<file path="config.mk">
export PLATFORM = sky130hd
export DESIGN_NAME = fpga_mmcm_drp_ctrl
export DESIGN_NICKNAME = d
export VERILOG_FILES = /design/src/rtl/fpga_mmcm_drp_ctrl.sv
export SDC_FILE = /design/constraint.sdc
export NUM_CORES = 1
export LEC_CHECK = 0
export BUFFER_PORTS_ARGS = -buffer_cell sky130_fd_sc_hd__buf_2
export CORE_AREA = 5 5 101 84
export DETAILED_ROUTE_END_ITERATION = 10
export DIE_AREA = 0 0 106 89
export SYNTH_ARGS = -nofsm -noshare
export SYNTH_HDL_FRONTEND = slang
export SYNTH_SLANG_ARGS = --single-unit
</file>
<file path="constraint.sdc">
create_clock -name clk_ext -period 2.3 [get_ports clk_ext]
set_clock_uncertainty 0.15 [all_clocks]
set_input_delay 0.23 -clock clk_ext [delete_from_list [all_inputs] [get_ports clk_ext]]
set_output_delay 0.23 -clock clk_ext [all_outputs]
set_load 0.01 [all_outputs]
</file>
<file path="src/rtl/fpga_mmcm_drp_ctrl.sv">
// MMCM reconfiguration controller: holds the MMCM in reset, applies a per-mode table of
// masked read-modify-write DRP updates, then releases reset and waits for lock.
module fpga_mmcm_drp_ctrl #(
    parameter int unsigned N_MODES  = 4,
    parameter int unsigned N_REGS   = 8,
    parameter logic [N_MODES*N_REGS*39-1:0] ROM_INIT = '0,
    parameter int unsigned RST_HOLD = 4,
    parameter int unsigned DRDY_TO  = 64,
    parameter int unsigned LOCK_TO  = 100000
) (
    input  logic        clk_ext,
    input  logic        srst,
    input  logic        req,
    input  logic [1:0]  mode,
    output logic        busy,
    output logic        done,
    output logic        err,
    output logic        mmcm_rst,
    output logic [6:0]  daddr,
    output logic        den,
    output logic        dwe,
    output logic [15:0] di,
    input  logic [15:0] do_i,
    input  logic        drdy,
    input  logic        pll_lock
);

    localparam int unsigned EntW = 39;
    localparam int unsigned NEnt = N_MODES * N_REGS;
    localparam int unsigned IdxW = (NEnt > 1) ? $clog2(NEnt) : 1;
    localparam int unsigned IW   = (N_REGS > 1) ? $clog2(N_REGS) : 1;
    localparam int unsigned MaxA = (LOCK_TO > DRDY_TO) ? LOCK_TO : DRDY_TO;
    localparam int unsigned MaxT = (MaxA > RST_HOLD) ? MaxA : RST_HOLD;
    localparam int unsigned CntW = $clog2(MaxT + 1);

    typedef enum logic [2:0] {
        StIdle, StRstWait, StRd, StRdWait, StWr, StWrWait, StLockWait, StFinish
    } state_e;

    state_e          state_q, state_d;
    logic [CntW-1:0] cnt_q, cnt_d;
    logic [IW-1:0]   i_q, i_d;
    logic [1:0]      mode_q, mode_d;
    logic [15:0]     rd_q, rd_d;
    logic            err_q, err_d;
    logic            lock_meta_q, lock_s_q;
    logic            busy_q, busy_d, done_q, done_d, rst_q, rst_d;
    logic            den_q, den_d, dwe_q, dwe_d;
    logic [6:0]      daddr_q, daddr_d;
    logic [15:0]     di_q, di_d;

    logic [EntW-1:0] rom [NEnt];
    for (genvar g = 0; g < NEnt; g++) begin : g_rom
        assign rom[g] = ROM_INIT[g*EntW +: EntW];
    end

    // Table lookup follows the next-state index so addr/data are ready as den is registered.
    logic [IdxW-1:0] ent_idx;
    logic [EntW-1:0] ent;
    logic [6:0]      ent_addr;
    logic [15:0]     ent_mask, ent_data, wr_data;
    assign ent_idx  = IdxW'(mode_d) * IdxW'(N_REGS) + IdxW'(i_d);
    assign ent      = rom[ent_idx];
    assign ent_addr = ent[38:32];
    assign ent_mask = ent[31:16];
    assign ent_data = ent[15:0];
    assign wr_data  = (rd_d & ~ent_mask) | (ent_data & ent_mask);

    always_comb begin
        state_d = state_q;
        i_d     = i_q;
        mode_d  = mode_q;
        rd_d    = rd_q;
        err_d   = err_q;
        cnt_d   = cnt_q + 1'b1;
        unique case (state_q)
            StIdle: begin
                if (req) begin
                    if (32'(mode) < N_MODES) begin
                        mode_d  = mode;
                        err_d   = 1'b0;
                        i_d     = '0;
                        state_d = StRstWait;
                    end else begin
                        err_d   = 1'b1;
                        state_d = StFinish;
                    end
                end
            end
            StRstWait: if (cnt_q == CntW'(RST_HOLD - 1)) state_d = StRd;
            StRd:      state_d = StRdWait;
            StRdWait: begin
                if (drdy) begin
                    rd_d    = do_i;
                    state_d = StWr;
                end else if (cnt_q == CntW'(DRDY_TO - 1)) begin
                    err_d   = 1'b1;
                    state_d = StLockWait;
                end
            end
            StWr:      state_d = StWrWait;
            StWrWait: begin
                if (drdy) begin
                    i_d     = i_q + 1'b1;
                    state_d = (i_q == IW'(N_REGS - 1)) ? StLockWait : StRd;
                end else if (cnt_q == CntW'(DRDY_TO - 1)) begin
                    err_d   = 1'b1;
                    state_d = StLockWait;
                end
            end
            StLockWait: begin
                if (lock_s_q) begin
                    state_d = StFinish;
                end else if (cnt_q == CntW'(LOCK_TO - 1)) begin
                    err_d   = 1'b1;
                    state_d = StFinish;
                end
            end
            StFinish:  state_d = StIdle;
            default:   state_d = StIdle;
        endcase
        // Every state's timer starts from zero on entry.
        if (state_d != state_q) cnt_d = '0;
    end

    always_comb begin
        busy_d  = (state_d != StIdle) && (state_d != StFinish);
        done_d  = (state_d == StFinish);
        rst_d   = (state_d == StRstWait) || (state_d == StRd) || (state_d == StRdWait) ||
                  (state_d == StWr) || (state_d == StWrWait);
        den_d   = (state_d == StRd) || (state_d == StWr);
        dwe_d   = (state_d == StWr);
        daddr_d = den_d ? ent_addr : daddr_q;
        di_d    = dwe_d ? wr_data : di_q;
    end

    always_ff @(posedge clk_ext) begin
        if (srst) begin
            state_q     <= StIdle;
            cnt_q       <= '0;
            i_q         <= '0;
            mode_q      <= '0;
            rd_q        <= '0;
            err_q       <= 1'b0;
            lock_meta_q <= 1'b0;
            lock_s_q    <= 1'b0;
            busy_q      <= 1'b0;
            done_q      <= 1'b0;
            rst_q       <= 1'b0;
            den_q       <= 1'b0;
            dwe_q       <= 1'b0;
            daddr_q     <= '0;
            di_q        <= '0;
        end else begin
            state_q     <= state_d;
            cnt_q       <= cnt_d;
            i_q         <= i_d;
            mode_q      <= mode_d;
            rd_q        <= rd_d;
            err_q       <= err_d;
            lock_meta_q <= pll_lock;
            lock_s_q    <= lock_meta_q;
            busy_q      <= busy_d;
            done_q      <= done_d;
            rst_q       <= rst_d;
            den_q       <= den_d;
            dwe_q       <= dwe_d;
            daddr_q     <= daddr_d;
            di_q        <= di_d;
        end
    end

    assign busy     = busy_q;
    assign done     = done_q;
    assign err      = err_q;
    assign mmcm_rst = rst_q;
    assign den      = den_q;
    assign dwe      = dwe_q;
    assign daddr    = daddr_q;
    assign di       = di_q;

endmodule
</file>
# Yosys cells after proc, flatten, opt, wreduce, memory -nomap -nowiden
# Memory sizes are Yosys's and may differ from the RTL's.
# Index checks and enable logic that the tools add are counted.
# totals
regBits	72
mem_bits_ro	1248
inputBits	23
output_inout_bits	29
word_cells	85
memories	1
# mem_list
memory	words	width	rd	rd_clocked_by_memory_dff	wr	line_no	text
(no name shown)	32	39	1	0	0	63	assign ent = rom[ent_idx];
# op_classes
n_addsub	3
magnitude_cmp	1
eq_ne	24
muxes	24
bitwise_logic	5
reduce_logical	12
# ops
cell	count
two-way mux 39 bit	2
AND 16 bit	2
two-way mux 16 bit	2
two-way mux 3 bit	10
== test 3 bit, second input constant	8
case mux 3 bit (8 select lines)	1
adder 17 x 1 -> 17 bit, second input constant	1
== test 17 bit, second input constant	1
== test 17 x 2 -> 1 bit, second input constant	1
== test 17 x 6 -> 1 bit, second input constant	1
NOT 16 bit	1
bitwise OR 16 bit	1
== test 3 x 2 -> 1 bit, second input constant	4
!= test 2 bit, second input constant	4
== test 3 x 1 -> 1 bit, second input constant	2
greater-or-equal comparator 6 bit, second input constant	1
NOT 5 -> 6 bit	1
case mux 3 bit (2 select lines)	1
AND reduction 6 bit	1
nonzero test 3 bit	2
adder 5 x 3 -> 5 bit	1
logical OR 1 bit	5
two-way mux 1 bit	5
two-way mux 2 bit	2
other kinds (8)	9

# Depth between registers and ports, before layout
# depth
ltp_word	11
depth_mapped	8

# Worst setup path before layout
# Ideal clock, no wire load.
# synth_path
path_kind	reg2reg
start	register cnt_q[0]
end	register rst_q (netlist: mmcm_rst)
setup_ns	0.120
arrival_time_ns	1.816
required_time_ns	2.030
path_slack_ns	0.214
path_stages_with_launch	8
synth_period_minus_slack_ns	2.086
path_cell_list	dfxtp_1 > ha_1 > and4b_1 > and4_1 > a22o_1 > o31ai_2 > nor3b_2 > nor3b_1
# synth_between
elab_chain_len	9
# synth_lines
element	line_no	text
from (decl)	41	logic [CntW-1:0] cnt_q, cnt_d;
from (signal assigned)	156	cnt_q <= cnt_d;
== test 17 bit or == test 17 x 6 -> 1 bit (tied branches)	114, 96, 106	
two-way mux 3 bit, on equally long branches	114, 96, 106	
two-way mux 3 bit, on equally long branches	112, 103, 93	
case mux 3 bit (8 select lines) *	76	unique case (state_q)
== test 3 x 1 -> 1 bit or == test 3 x 2 -> 1 bit (tied branches)	129	rst_d = (state_d == StRstWait) || (state_d == StRd) || (state_d == StRdWait) ||
logical OR 1 bit (3 in series)	129	
logical OR 1 bit *	130	(state_d == StWr) || (state_d == StWrWait);
to (signal assigned)	165	rst_q <= rst_d;
to (decl)	47	logic busy_q, busy_d, done_q, done_d, rst_q, rst_d;
# Mark *: on every way between the ends. The rest lies on a longest branch, timed or not.
# A chain may end at the register's enable or synchronous reset.

# Worst setup path in the final report
# layout_path
start	register state_q[0]
end	register rst_q (netlist: mmcm_rst)
# layout_between
elab_chain_len	8
# layout_lines
element	line_no	text
from (decl)	40	state_e state_q, state_d;
from (signal assigned)	139	state_q <= StIdle;
from (signal assigned)	155	state_q <= state_d;
two-way mux 3 bit, on equally long branches	114, 96, 106	
two-way mux 3 bit, on equally long branches	112, 103, 93	
case mux 3 bit (8 select lines) *	76	
== test 3 x 1 -> 1 bit or == test 3 x 2 -> 1 bit (tied branches)	129	
logical OR 1 bit (3 in series)	129	
logical OR 1 bit *	130	
# Marks and branches as above.

==> flow_metrics.tcl <==
set metrics [dict create \
    cts_tree "done" \
    ys_top_cells_by_area "dfxtp_1 (44%), nand2_1 (7.6%), nor2_1 (5.7%)" \
    cpMaxStageDelayCell "dfxtp_1" \
    dp_hpwl_um 3310 \
    clock_latency_ns 0.29 \
    path_cells "nor4b_1 -> nand3_1 -> a21boi_0 -> o21ai_0 -> nand2_1 -> nor3b_1" \
    cts_num_sinks 47 \
    firstDrtPassIters 4 \
    synth_edf_count 0 \
    cellPowerDensity_mw_per_mm2 575 \
    clk_path_buf_depth 2 \
    cpLargestDelayFamily "simple AND/OR/NAND/NOR gates" \
    ir_drop_uv 231 \
    min_path_type "input pin to register" \
    status "complete, no violations" \
    ys_ff_latch 47 \
    via_count 1766 \
    slowest_delay_ns 0.50 \
    drc 0 \
    netlist_area_mm2 0.00212 \
    path_depth 6 \
    h-tree-depth 2 \
    diodes 0 \
    layout_min_cycle_time_ns 2.13 \
    antenna_found_initial 0 \
    grt_max_degree 32 \
    critical_path_class "register to register" \
    synth_top_area_cell "dfxtp_1" \
    p_leak_nw 1.02 \
    yosys_warnings 0 \
    final_antenna_net_count 0 \
    final_util_pct 34.8 \
    fmax_ghz 0.469 \
    setup_tns_ns 0 \
    cts_buffers 5 \
    rsz0062_at_grt "no" \
    r2r_cells 6 \
    fin_nets 318 \
    routedWlPerCell_um 12.2 \
    synth-async-reset-ratio_pct 0 \
    fillers 763 \
    die_y_um 89 \
    ios 52 \
    clk_pin_slew_ns 0.08 \
    syn_inst 251 \
    dieArea_mm2 0.00943 \
    synth_common_cells "dfxtp_1 (47), nand2_1 (43), nor2_1 (32)" \
    grt_pass1_wl_um 7590 \
    via_per_inst 4.61 \
    grt_usage_pct 9.91 \
    pre_cts_slack_ns 0.129 \
    instances_no_fill 383 \
    fp.dieW_um 106 \
    setup_slack_ns 0.166 \
    maxSlewHeadroom_pct 59.8 \
    routabilityCongestion 0.818 \
    totalWireLength_um 4690 \
    worst-slew-pin-transition_ns 0.604 \
    grt_pass1_vias 1549 \
    grt.overflow.total 0 \
    crit_buf_inv 0 \
    start_kind "register" \
    placeableCoreArea_mm2 0.00729 \
    io_buffers 42 \
    syn_area_per_cell_um2 8.45 \
    worstPathRequired_ns 2.31 \
    cap_violations 0 \
    power_mw 1.46 \
    drive_gt1_share_pct 22.2 \
    slew_viol_final 0 \
    cts_setup_buffers 0 \
    cp_data_arrival_time_ns 2.14 \
    post-route-cell-area_mm2 0.00254 \
    rows 28 \
    cts_root_buffer "clkbuf_8" \
    setup_viol 0 \
    synth_top_flop_cell "dfxtp_1" \
    syn_to_final_growth_pct 19.5 \
    synth_most_common_cell "dfxtp_1" \
    finalHoldViolCount 0 \
    whs_ns 0.0145 \
    start_util_pct 29.1 \
    crit_fanout 9 \
    dpl-instance-area_mm2 0.00239 \
    synth.top_cell.area_share_pct 44.3 \
    synth.distinct_cells 46 \
    endpoint_kind "register" \
    seq_area_frac_synth_pct 44.3 \
    drtIter0Drc 133 \
    period_share_pct 92.8 \
    place_inst 374 \
    hold_depth 3 \
]
[report_power, final]
group / switching, mW / internal [mW] / total [mW]
Clock: 0.260 / 0.274 / 0.534
Combinational: 0.0533 / 0.0383 / 0.0916
Sequential: 0.00995 / 0.823 / 0.833
[final cells by class]
cell class,instances,area (um2),share of cell area [%]
clock buffers,8,100,3.95
inverters,1,3.75,0.148
multi-input cells,189,1120,44.2
flip-flops and latches,47,941,37.1
well taps,90,113,4.44
repair buffers,48,258,10.2
[final timing paths]
path	start	end	slack, ns
worst max-delay path	state_q[0]	mmcm_rst	0.17
worst min-delay path	do_i[0]	di[0]	0.01
worst max register to register	state_q[0]	mmcm_rst	0.17
worst min register to register	lock_meta_q	lock_s_q	0.30
[sequential cells by signal (all words and copies together), names as in the netlist, 3 cells and up]
register and cells:
cnt_q 17, di 16, i_q 3, state_q 3
[cell families after synthesis]
group                      count (synthesis)  synth area share [%]
and+or+nand+nor                          121                  28.2
DFF                                       47                  44.3
AOI/OAI and AO/OA                         40                  12.5
buffers and inverters                     21                  5.37
xor gates and xnor gates                  16                  6.60
adders and majority gates                  4                  2.24
other                                      1                 0.177
muxes                                      1                 0.531
[metal layers]
metal | global-route usage (%) | vias to the layer above | part of all wire (%)
li1 | - | 915 | -
met1 | 13.5 | 807 | 48
met2 | 15.6 | 35 | 47
met3 | 1.59 | 9 | 3.2
met4 | 4.59 | 0 | 1.8
met5 | 0 | - | 0
[worst min-delay path, stage by stage]
cell and delay [ns]:
buf_2 0.09, nand2_1 0.04, a21oi_1 0.05
[cell usage in the layout, fill, tap and decap left out, drive strengths merged, types with 2 or more instances in the layout]
cell    instances
o21a            2
a21oi          20
o21ai           6
a31oi           2
ha              3
buf            47
and4            3
dfxtp          47
nand3          10
xnor2           7
clkbuf          8
nor2b           5
nor3            4
nand4           4
nand2          44
o31ai           2
nor2           32
conb            7
and2            2
and3            4
xor2            9
nor3b           5
nor4            2
[what timing repair did]
item | in CTS | in global routing
setup endpoints to repair | 0 | 10
resized for setup | 0 | 4
hold buffers | 1 | 0
endpoints found under the hold margin | 1 | 0
Power figures use the tool's default switching activity.
